$ cat src/rtl/numled_arbiter.sv
// Purpose: arbitrates CPU and debug writes to a multiplexed 8-digit display and commits values only at frame boundaries.
// Latency: an accepted value reaches num_out in the cycle after the next frame_end, or one cycle later if the display is off.
// Backpressure: one value in flight; both readies drop while a value is pending, and priority alternates after each accept.
module numled_arbiter #(
  parameter int SCAN_DIV = 50000
) (
  input  logic        clk,
  input  logic        rst,
  input  logic        cpu_valid,
  input  logic [31:0] cpu_data,
  output logic        cpu_ready,
  input  logic        dbg_valid,
  input  logic [31:0] dbg_data,
  output logic        dbg_ready,
  input  logic        disp_on,
  output logic        light,
  output logic [31:0] num_out,
  output logic        owner,
  output logic [2:0]  digit_sel,
  output logic        scan_tick
);

  localparam int CW = $clog2(SCAN_DIV);
  localparam logic [CW-1:0] CNT_LAST = CW'(SCAN_DIV - 1);
  localparam logic [CW-1:0] CNT_ONE  = CW'(1);

  // Priority encoding: 0 favours the CPU, 1 favours the debug monitor.
  localparam logic PRIO_CPU = 1'b0;
  localparam logic PRIO_DBG = 1'b1;

  typedef enum logic {
    IDLE    = 1'b0,
    PENDING = 1'b1
  } state_t;

  state_t        state;
  state_t        state_nxt;
  logic [CW-1:0] cnt;
  logic          prio;
  logic [31:0]   pend_dat;
  logic          pend_src;
  logic          frame_end;
  logic          cpu_hs;
  logic          dbg_hs;
  logic          commit;

  // Tick is decoded from the prescaler so it lands in the same cycle the count hits its last value.
  assign scan_tick = !rst && disp_on && (cnt == CNT_LAST);
  assign frame_end = scan_tick && (digit_sel == 3'd7);

  // Prescaler and digit counter; both parked at zero while the display is off so scanning restarts at digit 0.
  always_ff @(posedge clk) begin
    if (rst) begin
      cnt       <= '0;
      digit_sel <= 3'd0;
    end else if (!disp_on) begin
      cnt       <= '0;
      digit_sel <= 3'd0;
    end else if (scan_tick) begin
      cnt       <= '0;
      digit_sel <= digit_sel + 3'd1;
    end else begin
      cnt       <= cnt + CNT_ONE;
    end
  end

  // Driver enable follows disp_on one cycle late.
  always_ff @(posedge clk) begin
    if (rst) begin
      light <= 1'b0;
    end else begin
      light <= disp_on;
    end
  end

  // State register.
  always_ff @(posedge clk) begin
    if (rst) begin
      state <= IDLE;
    end else begin
      state <= state_nxt;
    end
  end

  // Next-state, readies and handshake/commit strobes; readies depend only on state, priority and valids.
  always_comb begin
    state_nxt = state;
    cpu_ready = 1'b0;
    dbg_ready = 1'b0;
    cpu_hs    = 1'b0;
    dbg_hs    = 1'b0;
    commit    = 1'b0;
    case (state)
      IDLE: begin
        if (!rst) begin
          cpu_ready = !dbg_valid || (prio == PRIO_CPU);
          dbg_ready = !cpu_valid || (prio == PRIO_DBG);
        end
        cpu_hs = cpu_valid && cpu_ready;
        dbg_hs = dbg_valid && dbg_ready && !cpu_hs;
        if (cpu_hs || dbg_hs) begin
          state_nxt = PENDING;
        end
      end
      PENDING: begin
        // With the display dark there is no frame to tear, so commit straight away.
        commit = !rst && (frame_end || !disp_on);
        if (commit) begin
          state_nxt = IDLE;
        end
      end
      default: begin
        state_nxt = IDLE;
      end
    endcase
  end

  // Pending register, round-robin priority and the committed display value.
  always_ff @(posedge clk) begin
    if (rst) begin
      prio     <= PRIO_CPU;
      pend_dat <= 32'h0;
      pend_src <= 1'b0;
      num_out  <= 32'h0;
      owner    <= 1'b0;
    end else begin
      if (cpu_hs) begin
        pend_dat <= cpu_data;
        pend_src <= 1'b0;
        prio     <= PRIO_DBG;
      end else if (dbg_hs) begin
        pend_dat <= dbg_data;
        pend_src <= 1'b1;
        prio     <= PRIO_CPU;
      end
      if (commit) begin
        num_out <= pend_dat;
        owner   <= pend_src;
      end
    end
  end

endmodule

$ cat config.mk
export PLATFORM = sky130hd
export DESIGN_NAME = numled_arbiter
export DESIGN_NICKNAME = d
export VERILOG_FILES = /design/src/rtl/numled_arbiter.sv
export SDC_FILE = /design/constraint.sdc
export NUM_CORES = 1
export LEC_CHECK = 0
export BUFFER_PORTS_ARGS = -buffer_cell sky130_fd_sc_hd__buf_4
export CAP_MARGIN = 15
export CORE_ASPECT_RATIO = 0.8
export CORE_MARGIN = 2
export CORE_UTILIZATION = 45
export CTS_CLUSTER_DIAMETER = 120
export DETAILED_ROUTE_END_ITERATION = 7
export PLACE_DENSITY_LB_ADDON = 0.12
export REMOVE_ABC_BUFFERS = 1
export SKIP_CTS_REPAIR_TIMING = 1
export SYNTH_ARGS = -nofsm -noshare
export SYNTH_HDL_FRONTEND = slang
export SYNTH_SLANG_ARGS = --single-unit
$ cat constraint.sdc
create_clock -name clk -period 5.99 [get_ports clk]
set_clock_uncertainty 0.15 [all_clocks]
set_input_delay 0 -clock clk [delete_from_list [all_inputs] [get_ports clk]]
set_output_delay 0 -clock clk [all_outputs]
set_load 0.01 [all_outputs]
==> results by group <==
Run status
  – Status: finished, final reports clean

Setup path
  – Worst flop-to-flop path startpoint: state
  – WP data required: 6.13 ns
  – Reg2Reg Setup Slack: about 2.9 ns
  – Worst path arrival time: ~3.2 ns
  – Critical Path Source Type: flip-flop
  – Crit. Startpoint: state
  – R2r endpoint: pend_dat[29]
  – Endpoint class of the critical path: flip-flop
  – Cells on worst reg2reg path: 5
  – CP Max Fanout: 38
  – Kind of critical path: reg -> reg

Min path
  – Hold depth: 3
  – Worst Hold End: prio
  – Worst Hold Launch: cpu_valid
  – Min-Delay Path Class: in -> reg

Layout
  – Share of cells above drive strength 1: 22.4%
  – Layout Cells excl Fill: between 700 and 800
  – Final Instance Area: around 5400 µm²
  – Fin nets: roughly 670
  – Synth-to-layout area growth: 44.6%
  – ANT cells: 0

Power and ir drop
  – Clock share of power: between 30% and 40%
  – Comb power frac: around 17%
  – Int Power: between 0.9 and 1 mW
  – Leakage Power: roughly 2.2 nW
  – NetSw: approximately 0.32 mW
  – Maximum vdd drop: ~0.11 mV
  – Register share of total power: between 50% and 60%
  – Sw Ratio: approximately 26%
  – Pwr Total: ~1.2 mW
  – Pwr/cell area: ~230 nW/µm²

Clock tree
  – CTS Root Cell: clkbuf_8
  – Longest Clk Path Bufs: 2
  – Latest clock arrival within the worst-skew pair: between 0.3 and 0.4 ns
  – H-tree levels: 3
  – TritonCTS Sinks: 88
  – Num CTS Buffers: 9
  – CTS tree: yes
  – CTS clock-pin slew for the worst setup and hold paths: 0.08 ns

Yosys
  – Yosys warning total: 0
  – Yosys reg bits: 88
  – Mapped cell area: approximately 3700 µm²
  – Post-synthesis sequential area ratio: between 40 and 50%
  – Syn Inst Count: roughly 450
  – Synth unique cells: 34
  – Mapped Avg Cell Area: 8.33 µm²

STA
  – Setup violations, final: 0
  – RSZ-0062 raised after global routing: false
  – Period Utilization, post-route: about half
  – Final hold vios: 0
  – Relative slew slack: between 20% and 30%
  – FMAX: about 330 MHz
  – Least-Margin Pin Slew: around 1.2 ns
  – Minimum clock period: ~3.0 ns
  – Max Slew Vio Count: 0
  – Tightest hold margin: 0.0576 ns
  – Setup_tns: 0 ns

Detailed routing
  – DRT Pass-1 Iters: 5
  – Drt via density: ~5.4
  – Drt total wl: around 11,000 µm
  – Drt wl/cell: approximately 15 µm
  – Routed Antenna Nets: 0
  – DRC: 0
  – DR vias: 3,839
  – Initial DRC Count: ~260

Die
  – # IOs: 109
  – Initial Util: a little under half
  – Die height: 85.5 µm
  – Row Count: 29
  – Width of the die: around 110 µm
  – DIE AREA: 9040 µm²
  – Core area: 7980 µm²

Global route
  – Antenna violations before repair: 0
  – Layer with the highest usage: met2
  – Overflow after GRT: 0
  – Gr usage total: between 20% and 30%
  – First-pass GRT wire length: between 15,000 and 20,000 µm
  – Vias in the first global route: between 3,000 and 4,000
  – GR Util met1: between 30% and 40%
  – GR Layer Usage met2: between 30 and 40%
  – Largest net degree at the start of global routing: 72
  – Global routing usage on met3: 5.15%

Place
  – Hpwl dp: around 6300 µm
  – GP Congestion: about 0.86
  – Post-DP Area: around 4500 µm²
  – Inst Count DP: 630
  – I/O Buffers: about 110

Job
  – Maxcap violations: 0
==> worst max-delay path, stage by stage, from the launching register on <==
cell,delay [ns]
dfxtp_2,0.85
a211oi_4,0.04
nand2_1,0.87
nand2_1,0.15
a311oi_1,0.33
dlygate4sd3_1,0.60
==> how the worst max path moves through the flow <==
stage | cells past startpoint | slack, ns | to
2_1_floorplan | 2 | 1.29 | pend_dat[0]
3_3_place_gp | 4 | 3.62 | pend_dat[23]
3_5_place_dp | 4 | 3.56 | pend_dat[28]
4_1_cts | 4 | 3.54 | pend_dat[17]
5_1_grt | 5 | 2.74 | pend_dat[29]
6_report | 5 | 2.94 | pend_dat[29]
==> layout by cell type, fill, tap and decap left out, drive strengths merged, types with 6 or more instances in the layout <==
| cell | n |
|---|---|
| nor2 | 54 |
| nor4 | 6 |
| dlygate4sd3 | 66 |
| nand3 | 69 |
| inv | 7 |
| dfxtp | 88 |
| a21oi | 36 |
| o21ai | 33 |
| nand2 | 38 |
| buf | 113 |
| xnor2 | 12 |
| clkbuf | 11 |
| a311oi | 33 |
==> per-stage QoR <==
stage,setup WS [ns],util (%)
after floorplan,1.29,-
after global placement,3.62,57.0
after detailed placement,3.56,57.0
after CTS,3.54,59.3
after global routing,2.74,67.6
final,2.94,67.6
==> layout make-up <==
class / instances / area (µm²)
repair buffers: 179 / 1510
well taps: 108 / 135
fillers: 688 / 2590
clock inverters: 4 / 45.0
multi-input cells: 314 / 1780
flip-flops and latches: 88 / 1760
clock buffers: 11 / 141
inverters: 7 / 26.3
==> cell families (layout without fill, tap and decap cells) <==
group | count (synthesis) | in the layout | share of synthesized area (%)
XOR/XNOR | 14 | 14 | 3.29
AND/OR/NAND/NOR | 186 | 186 | 23.2
flip-flops | 88 | 88 | 47.2
AO/OA/AOI/OAI | 109 | 109 | 19.2
adder cells (fa/ha/maj) | 3 | 3 | 1.01
buffers and inverters | 46 | 201 | 5.53
multiplexers | 2 | 2 | 0.536
==> registers in the layout, indices dropped and copies added, names as in the netlist <==
signal     flops
digit_sel      3
cnt           16
light          1
num_out       32
owner          1
prio           1
pend_dat      32
pend_src       1
state          1
==> synth_stat cells <==
master,count,share of area (%)
and3_1,2,0.34
or4b_4,1,0.37
nand3_2,1,0.27
buf_4,1,0.20
clkbuf_1,27,2.7
o41a_1,1,0.30
nand4b_1,2,0.47
nor4bb_1,1,0.27
o41ai_4,1,0.74
ha_1,3,1.0
a21oi_1,36,4.8
o21ai_1,30,4.0
a31o_2,2,0.47
buf_2,6,0.80
or4b_1,1,0.27
nand3_1,68,9.1
inv_1,7,0.70
nor2_1,54,5.4
nand4_1,5,0.84
nor4_1,6,1.0
buf_6,3,0.91
nor3_1,5,0.67
xor2_1,2,0.47
nand2b_1,1,0.17
and2_1,1,0.17
dfxtp_1,88,47
a211oi_2,1,0.34
nand2_1,38,3.8
o21ai_0,3,0.40
a311oi_1,33,7.7
buf_1,2,0.20
xnor2_1,12,2.8
mux2i_1,2,0.54
a211oi_1,2,0.40
==> per-layer routing <==
layer,wire (µm),vias up
met1,4860,1791
met4,69,0
met3,723,7
met2,4940,136
li1,-,1905
met5,0,-
==> power by group through the flow <==
stage / sequential [mW] / combinational [mW] / clock [mW]
after detailed placement: 0.651 / 0.162 / 0
final: 0.638 / 0.209 / 0.397
after floorplan: 0.647 / 0.0780 / 0
after CTS: 0.638 / 0.162 / 0.405
after global placement: 0.650 / 0.159 / 0
after global routing: 0.641 / 0.230 / 0.428
Power figures use the tool's default switching activity.
